## config.mk

```make
export PLATFORM = sky130hd
export DESIGN_NAME = mem_arbiter
export DESIGN_NICKNAME = d
export VERILOG_FILES = /design/src/rtl/mem_arbiter.sv
export SDC_FILE = /design/constraint.sdc
export NUM_CORES = 1
export LEC_CHECK = 0
export ABC_AREA = 1
export BUFFER_PORTS_ARGS = -buffer_cell sky130_fd_sc_hd__buf_2
export CAP_MARGIN = 10
export CORE_MARGIN = 8
export CORE_UTILIZATION = 30
export DETAILED_ROUTE_END_ITERATION = 7
export SYNTH_ARGS = -nofsm -noshare
export SYNTH_HDL_FRONTEND = slang
export SYNTH_SLANG_ARGS = --single-unit
```

## constraint.sdc

```tcl
create_clock -name clk_i -period 3.94 [get_ports clk_i]
set_clock_uncertainty 0.2 [all_clocks]
set_input_delay 0 -clock clk_i [delete_from_list [all_inputs] [get_ports clk_i]]
set_output_delay 0 -clock clk_i [all_outputs]
set_load 0.02 [all_outputs]
```

## src/rtl/mem_arbiter.sv

```systemverilog
`default_nettype none
// ============================================================================
// Module      : mem_arbiter
// Description : Shares one single-port memory between instruction fetch and
//               the load/store unit; one outstanding transaction at a time.
//               Optional response watchdog: define MEM_ARB_TIMEOUT_EN.
// Revision    : 1.0 - initial release
// ============================================================================
module mem_arbiter #(
    parameter int AW             = 32,
    parameter int DW             = 32,
    parameter int STARVE_LIMIT   = 4,
    parameter int TIMEOUT_CYCLES = 255
) (
    input  logic            clk_i,
    input  logic            rst_ni,
    // instruction fetch
    input  logic            if_req_i,
    input  logic [AW-1:0]   if_addr_i,
    output logic            if_gnt_o,
    output logic            if_rvalid_o,
    output logic [DW-1:0]   if_rdata_o,
    output logic            if_err_o,
    // load/store unit
    input  logic            lsu_req_i,
    input  logic            lsu_we_i,
    input  logic [AW-1:0]   lsu_addr_i,
    input  logic [DW-1:0]   lsu_wdata_i,
    input  logic [DW/8-1:0] lsu_be_i,
    output logic            lsu_gnt_o,
    output logic            lsu_rvalid_o,
    output logic [DW-1:0]   lsu_rdata_o,
    output logic            lsu_err_o,
    // memory bus
    output logic            mem_req_o,
    output logic            mem_we_o,
    output logic [AW-1:0]   mem_addr_o,
    output logic [DW-1:0]   mem_wdata_o,
    output logic [DW/8-1:0] mem_be_o,
    input  logic            mem_gnt_i,
    input  logic            mem_rvalid_i,
    input  logic [DW-1:0]   mem_rdata_i
);

    localparam int c_BW        = DW / 8;
    localparam int c_STARVE_W  = $clog2(STARVE_LIMIT + 1);
    localparam logic [c_STARVE_W-1:0] c_STARVE_MAX = c_STARVE_W'(STARVE_LIMIT);

    typedef enum logic [1:0] {
        IDLE = 2'd0,
        REQ  = 2'd1,
        WAIT = 2'd2,
        RESP = 2'd3
    } state_t;

    state_t                r_state;
    state_t                w_state_nxt;
    logic                  r_owner_lsu;
    logic                  r_we;
    logic [AW-1:0]         r_addr;
    logic [DW-1:0]         r_wdata;
    logic [c_BW-1:0]       r_be;
    logic [DW-1:0]         r_rdata;
    logic [c_STARVE_W-1:0] r_starve;

    logic w_arb_en;
    logic w_if_force;
    logic w_lsu_win;
    logic w_if_win;
    logic w_cap_rdata;
    logic w_clr_rdata;
    logic w_resp_if;
    logic w_resp_lsu;

    // Grants are gated by reset so every output reads 0 while rst_ni is low.
    assign w_arb_en   = (r_state == IDLE) && rst_ni;
    assign w_if_force = if_req_i && (r_starve == c_STARVE_MAX);
    assign w_lsu_win  = w_arb_en && lsu_req_i && !w_if_force;
    assign w_if_win   = w_arb_en && if_req_i && !w_lsu_win;

`ifdef MEM_ARB_TIMEOUT_EN
    localparam int c_TMO_W = (TIMEOUT_CYCLES > 1) ? $clog2(TIMEOUT_CYCLES) : 1;
    localparam logic [c_TMO_W-1:0] c_TMO_LAST = c_TMO_W'(TIMEOUT_CYCLES - 1);

    logic [c_TMO_W-1:0] r_tmo;
    logic               r_err;
    logic               w_tmo_hit;
`else
    logic [31:0] w_unused_tmo;
    assign w_unused_tmo = TIMEOUT_CYCLES;
`endif

    always_ff @(posedge clk_i or negedge rst_ni) begin
        if (!rst_ni) begin
            r_state <= IDLE;
        end else begin
            r_state <= w_state_nxt;
        end
    end

    always_comb begin
        w_state_nxt  = r_state;
        w_cap_rdata  = 1'b0;
        w_clr_rdata  = 1'b0;
`ifdef MEM_ARB_TIMEOUT_EN
        w_tmo_hit    = 1'b0;
`endif
        if_gnt_o     = w_if_win;
        lsu_gnt_o    = w_lsu_win;
        mem_req_o    = 1'b0;
        if_rvalid_o  = 1'b0;
        lsu_rvalid_o = 1'b0;
        case (r_state)
            IDLE: begin
                if (w_if_win || w_lsu_win) begin
                    w_state_nxt = REQ;
                end
            end
            REQ: begin
                mem_req_o = 1'b1;
                if (mem_gnt_i) begin
                    if (r_we) begin
                        w_state_nxt = RESP;
                        w_clr_rdata = 1'b1;
                    end else begin
                        w_state_nxt = WAIT;
                    end
                end
            end
            WAIT: begin
                if (mem_rvalid_i) begin
                    w_state_nxt = RESP;
                    w_cap_rdata = 1'b1;
                end
`ifdef MEM_ARB_TIMEOUT_EN
                else if (r_tmo == c_TMO_LAST) begin
                    w_state_nxt = RESP;
                    w_clr_rdata = 1'b1;
                    w_tmo_hit   = 1'b1;
                end
`endif
            end
            RESP: begin
                w_state_nxt  = IDLE;
                if_rvalid_o  = !r_owner_lsu;
                lsu_rvalid_o = r_owner_lsu;
            end
            default: begin
                w_state_nxt = IDLE;
            end
        endcase
    end

    // Request fields are captured at grant so the requester may move on.
    always_ff @(posedge clk_i or negedge rst_ni) begin
        if (!rst_ni) begin
            r_owner_lsu <= 1'b0;
            r_we        <= 1'b0;
            r_addr      <= '0;
            r_wdata     <= '0;
            r_be        <= '0;
        end else if (w_lsu_win) begin
            r_owner_lsu <= 1'b1;
            r_we        <= lsu_we_i;
            r_addr      <= lsu_addr_i;
            r_wdata     <= lsu_we_i ? lsu_wdata_i : '0;
            r_be        <= lsu_we_i ? lsu_be_i : '1;
        end else if (w_if_win) begin
            r_owner_lsu <= 1'b0;
            r_we        <= 1'b0;
            r_addr      <= if_addr_i;
            r_wdata     <= '0;
            r_be        <= '1;
        end
    end

    always_ff @(posedge clk_i or negedge rst_ni) begin
        if (!rst_ni) begin
            r_starve <= '0;
        end else if (w_if_win) begin
            r_starve <= '0;
        end else if (w_lsu_win && if_req_i && (r_starve != c_STARVE_MAX)) begin
            r_starve <= r_starve + c_STARVE_W'(1);
        end
    end

    always_ff @(posedge clk_i or negedge rst_ni) begin
        if (!rst_ni) begin
            r_rdata <= '0;
        end else if (w_cap_rdata) begin
            r_rdata <= mem_rdata_i;
        end else if (w_clr_rdata) begin
            r_rdata <= '0;
        end
    end

`ifdef MEM_ARB_TIMEOUT_EN
    // Counts WAIT cycles without a response; cleared whenever WAIT is left.
    always_ff @(posedge clk_i or negedge rst_ni) begin
        if (!rst_ni) begin
            r_tmo <= '0;
            r_err <= 1'b0;
        end else begin
            if ((r_state == WAIT) && (w_state_nxt == WAIT)) begin
                r_tmo <= r_tmo + c_TMO_W'(1);
            end else begin
                r_tmo <= '0;
            end
            if (w_cap_rdata || w_clr_rdata) begin
                r_err <= w_tmo_hit;
            end
        end
    end
`endif

    assign w_resp_if  = (r_state == RESP) && !r_owner_lsu;
    assign w_resp_lsu = (r_state == RESP) && r_owner_lsu;

    assign if_rdata_o  = w_resp_if  ? r_rdata : '0;
    assign lsu_rdata_o = w_resp_lsu ? r_rdata : '0;

`ifdef MEM_ARB_TIMEOUT_EN
    assign if_err_o  = w_resp_if  && r_err;
    assign lsu_err_o = w_resp_lsu && r_err;
`else
    assign if_err_o  = 1'b0;
    assign lsu_err_o = 1'b0;
`endif

    assign mem_we_o    = r_we;
    assign mem_addr_o  = r_addr;
    assign mem_wdata_o = r_wdata;
    assign mem_be_o    = r_be;

endmodule
`default_nettype wire

```

* Word-level counts from Yosys, hierarchy flattened
Index checks and enable logic that the tools add are counted.
** Word-level totals
- RAM bits :: 0
- Word-level logic and storage cells :: 66
- Memories :: 0
- Latch bits :: 0
- Output and inout port bits :: 140
- Bits of input ports :: 139
- Bits in read-only memories :: 0
- Bits in registers :: 107
** Operators by class
- Multiply operators :: 0
- $lt $le $gt $ge :: 0
- Reductions and logical operators :: 19
- Multiplexer cells :: 30
- Equal/unequal tests :: 8
- Bitwise logic cells :: 0
- $add $sub $neg :: 1
- Divide/modulo/power cells :: 0
- Shift operators :: 0
** Operator list (number)
- 32-bit two-way mux :: 9
- 1-bit two-way mux :: 12
- 4-bit two-way mux :: 3
- 1-bit logical AND :: 10
- 2-bit case mux with 4 select lines :: 1
- 2-bit two-way mux :: 3
- 3-bit two-way mux :: 2
- 2-bit nonzero test :: 3
- 2-bit == test (second input constant) :: 2
- 2-bit != test (second input constant) :: 2
- 3-bit by 1-bit adder with 3-bit output (second input constant) :: 1
- 3-bit == test (second input constant) :: 1
- 1-bit logical NOT :: 3
- 3-bit != test (second input constant) :: 1
- 3-bit AND reduction :: 1
- 2-bit by 1-bit == test with 1-bit output (second input constant) :: 1
- 2-bit logical NOT :: 1
- 2-bit by 1-bit != test with 1-bit output (second input constant) :: 1
- 1-bit logical OR :: 1

* Logic depth before layout (Yosys ltp)
- Word-level depth :: 9
- Mapped depth :: 9
- Depth with buffers taken out :: 8

* Least setup slack after synthesis
No wires, ideal clock.
- Kind :: register -> output
- From :: register r_state[0]
- To :: output if_gnt_o
- Data arrival time :: 1.529 ns
- Required time :: 3.740 ns
- Stages on the path, launching flop included :: 7
- Slack :: 2.211 ns
- Path buffers :: 2
- Path through :: dfrtp_1 > inv_1 > ha_1 > nand3_1 > buf_2 > buf_4 > nor2_1
** On the way
- Cells in the longest elaborated chain, start to end :: 6
- Elaborated cells between the ends (all ways) :: 7
- Those cells by class :: reduce/logical (7)
** RTL lines
- start, declared :: RTL line 56 : state_t r_state;
- start signal, assigned :: RTL line 97 : r_state <= w_state_nxt;
- 2-bit logical NOT * :: RTL line 76 : assign w_arb_en = (r_state == IDLE) && rst_ni;
- 1-bit logical AND * :: RTL line 76
- 1-bit logical AND (2 in series) :: RTL line 78 : assign w_lsu_win = w_arb_en && lsu_req_i && !w_if_force;
- 1-bit logical NOT :: RTL line 79 : assign w_if_win = w_arb_en && if_req_i && !w_lsu_win;
- 1-bit logical AND * :: RTL line 79
- end, declared :: RTL line 20 : output logic if_gnt_o,
Every way passes the cells marked *; elsewhere a longest branch is shown, timed or not.

* Final worst setup path
- From :: register r_state[0]
- To :: register r_addr[28] (netlist: mem_addr_o[28])
** On the way
- Cells in the longest elaborated chain, start to end :: 7
- Elaborated cells between the ends (all ways) :: 9
- Those cells by class :: mux (1); reduce/logical (8)
** RTL lines
- 2-bit logical NOT * :: RTL line 76
- 1-bit logical AND * :: RTL line 76
- 1-bit logical AND (2 in series) :: RTL line 78
- 1-bit logical NOT :: RTL line 79
- 1-bit logical AND :: RTL line 79
- 2-bit nonzero test (no line)
- end signal, assigned :: RTL line 165 : r_addr <= lsu_addr_i;
- end signal, assigned :: RTL line 171 : r_addr <= if_addr_i;
- end, declared :: RTL line 60 : logic [AW-1:0] r_addr;
Marks and branches as above.
A chain may end at the register's enable or synchronous reset.

==> flow_metrics.tcl <==
set metrics [dict create \
    max_cap_viol_count 0 \
    hold_end "mem_wdata_o[17]" \
    ys_async_sr_fraction_pct 100 \
    num_vias 5872 \
    clk_latency_ns 0.34 \
    post-cts-setup-buffers 0 \
    synth_edf_count 0 \
    ys_warn_count 0 \
    core-area_um2 16600 \
    reg2reg_from "r_state[0]" \
    overflow 0 \
    cts_buffers 9 \
    slew_violations 0 \
    drt_wl_total_um 19800 \
    fin_ws_ns 0.679 \
    holdPathStages 3 \
    synth_most_common_cell "nand3_1" \
    cp_max_fo 33 \
    ctsHtreeMaxLevel 3 \
    synthTopCellsByCount "nand3_1 (202), dfrtp_1 (107), nor2_1 (65), nand2_1 (61), inv_1 (54)" \
    synthFlopType "dfrtp_1" \
    cts-root-buf "clkbuf_16" \
    areaGrowthSynthToFinish_pct 60.1 \
    antenna_found_initial 1 \
    port_buffers 276 \
    ir_drop_mv 0.300 \
    wl_per_cell_um 16.2 \
    drive_gt1_share_pct 30.1 \
    dieArea_um2 21500 \
    hold_path_class "primary input to flop" \
    fin_crit_ns 3.26 \
    finalSetupTns_ns 0 \
    crit_slowest_cell "dlygate4sd3_1" \
    critPathLaunch "r_state[0]" \
    worstSetupPathType "flop to flop" \
    r2r_cells 10 \
    ys_seq_area_share_pct 52.3 \
    drt_pass1_iterations 5 \
    cpLargestDelayFamily "buffers and inverters" \
    n_antenna_cell 0 \
    required_ns 3.97 \
    relSlewSlack_pct 21.6 \
    start_util_pct 30.8 \
    crit_path_end_kind "flop" \
    cp_num_buf_inv 4 \
    post-place-ws_ns 1.23 \
    die_h_um 147 \
    holdCritStartpoint "lsu_we_i" \
    grt_pass1_vias 6129 \
    tightest_slew_ns 1.17 \
    p_leak_uw 0.00432 \
    postSynthRegisterBits 107 \
    max_freq_ghz 0.307 \
    cts.reportedPaths.clkPinSlew_ns 0.07 \
    synth_area_leaders "dfrtp_1 (52%), nand3_1 (20%), nor2_1 (4.8%)" \
    max_stage_delay_ns 0.56 \
    pin_count 279 \
    final_nets 1153 \
    drtIter0Drc 269 \
    cts_buffer_depth 2 \
    status "finished clean" \
    cts_tree "done" \
    die_w_um 147 \
    hold_viol_final 0 \
    hpwlAfterDp_um 12700 \
    detail-route-antenna-nets 0 \
    start_kind "flop" \
    clock-sinks 107 \
    r2r_setup_slack_ns 0.68 \
    synth.largest_area_cell "dfrtp_1" \
    via_per_inst 4.78 \
    yosys.area.top_type_share_pct 52.3 \
    ys_types 19 \
    synth_area_um2 5120 \
    setup_viol 0 \
    arrival_ns 3.29 \
    place.gp.congestion 0.797 \
    grt_pass1_wl_um 31900 \
    timing.rr.end "mem_addr_o[28]" \
    crit_chain "inv_1 > ha_1 > nand2_1 > nor2_4 > buf_4 > nand2_2 > buf_4 > nand3_1 > nand3_1 > dlygate4sd3_1" \
    syn_inst 629 \
    post-route-drc-count 0 \
    cts_hold_buffers 134 \
    track_usage_pct 18.1 \
    post_cts_resized 0 \
    power_density_nw_per_um2 646 \
    period_share_pct 82.8 \
    rows 47 \
    avgSynthCellArea_um2 8.14 \
    grt_max_degree 77 \
    grt_setup_unrepaired "false" \
]
[final cells by class]
class                      count  area, um^2
clock buffer                   9         225
clock inverter                 3        20.0
fill                        1556        8440
inverter                      54         203
multi-input combinational    415        2000
sequential                   107        2680
tap                          220         275
timing repair buffer         420        2800
[per-layer routing]
| metal | vias up | part of all wire, % | global-route usage [%] |
|---|---|---|---|
| li1 | 2820 | - | - |
| met1 | 2714 | 40 | 20.9 |
| met2 | 302 | 48 | 30.4 |
| met3 | 34 | 9.3 | 6.64 |
| met4 | 2 | 2.3 | 6.34 |
| met5 | - | 0.066 | 0 |
[cells in the final DEF (no fill, tap or decap)]
| cell type | count |
|---|---|
| nand2_2 | 1 |
| nor2_4 | 1 |
| buf_2 | 275 |
| dfrtp_1 | 107 |
| clkbuf_16 | 9 |
| conb_1 | 2 |
| nand2_1 | 61 |
| o21ai_0 | 33 |
| xor2_1 | 1 |
| ha_1 | 7 |
| buf_4 | 11 |
| nor2_2 | 1 |
| nand3b_1 | 4 |
| inv_1 | 54 |
| clkinvlp_4 | 2 |
| dlygate4sd3_1 | 134 |
| clkinv_2 | 1 |
| o21ai_1 | 36 |
| nand3_2 | 2 |
| nor2_1 | 65 |
| nand3_1 | 201 |
[flip-flops by register name (all words and copies together) (netlist names)]
| register | cells |
|---|---|
| r_rdata | 32 |
| mem_addr_o | 32 |
| r_state | 2 |
| mem_we_o | 1 |
| r_starve | 3 |
| mem_be_o | 4 |
| r_owner_lsu | 1 |
| mem_wdata_o | 32 |
[kinds of logic after synthesis]
family / Yosys count / share of synthesized area (%)
adders and majority gates: 7 / 1.71
buffers and inverters: 108 / 8.82
and+or+nand+nor: 336 / 30.2
AOI/OAI and AO/OA: 69 / 6.74
other: 1 / 0.0732
DFF: 107 / 52.3
xor gates and xnor gates: 1 / 0.171
[where the power goes]
part / internal, uW / switching [uW] / total (uW)
combinational: 1050 / 1630 / 2680
sequential: 1580 / 236 / 1820
clock: 414 / 392 / 806
total: 3050 / 2250 / 5300
[worst min-delay path, stage by stage]
cell and delay, ns:
buf_2 0.32, nand2_1 0.14, o21ai_1 0.06
[through the flow]
stage          instances  utilization, %  area (um^2)  hold WS, ns  power (uW)
2_1_floorplan        630               -         5130       -0.496        3310
3_3_place_gp        1082            39.8         6620       0.0275        4110
3_5_place_dp        1082            39.8         6620       0.0345        4140
4_1_cts             1228            49.3         8200      0.00250        5350
5_1_grt             1228            49.3         8200       0.0187        5710
6_report            1228            49.3         8200       0.0139        5300
[worst max-delay path by stage]
stage | end | slack, ns | cells past startpoint
4_1_cts | mem_addr_o[23] | 0.69 | 10
2_1_floorplan | if_gnt_o | 2.21 | 6
3_5_place_dp | mem_be_o[0] | 1.23 | 9
5_1_grt | mem_addr_o[26] | 0.46 | 10
3_3_place_gp | mem_be_o[2] | 1.28 | 9
6_report | mem_addr_o[28] | 0.68 | 10
No activity file was read; power rests on OpenSTA's default activity.
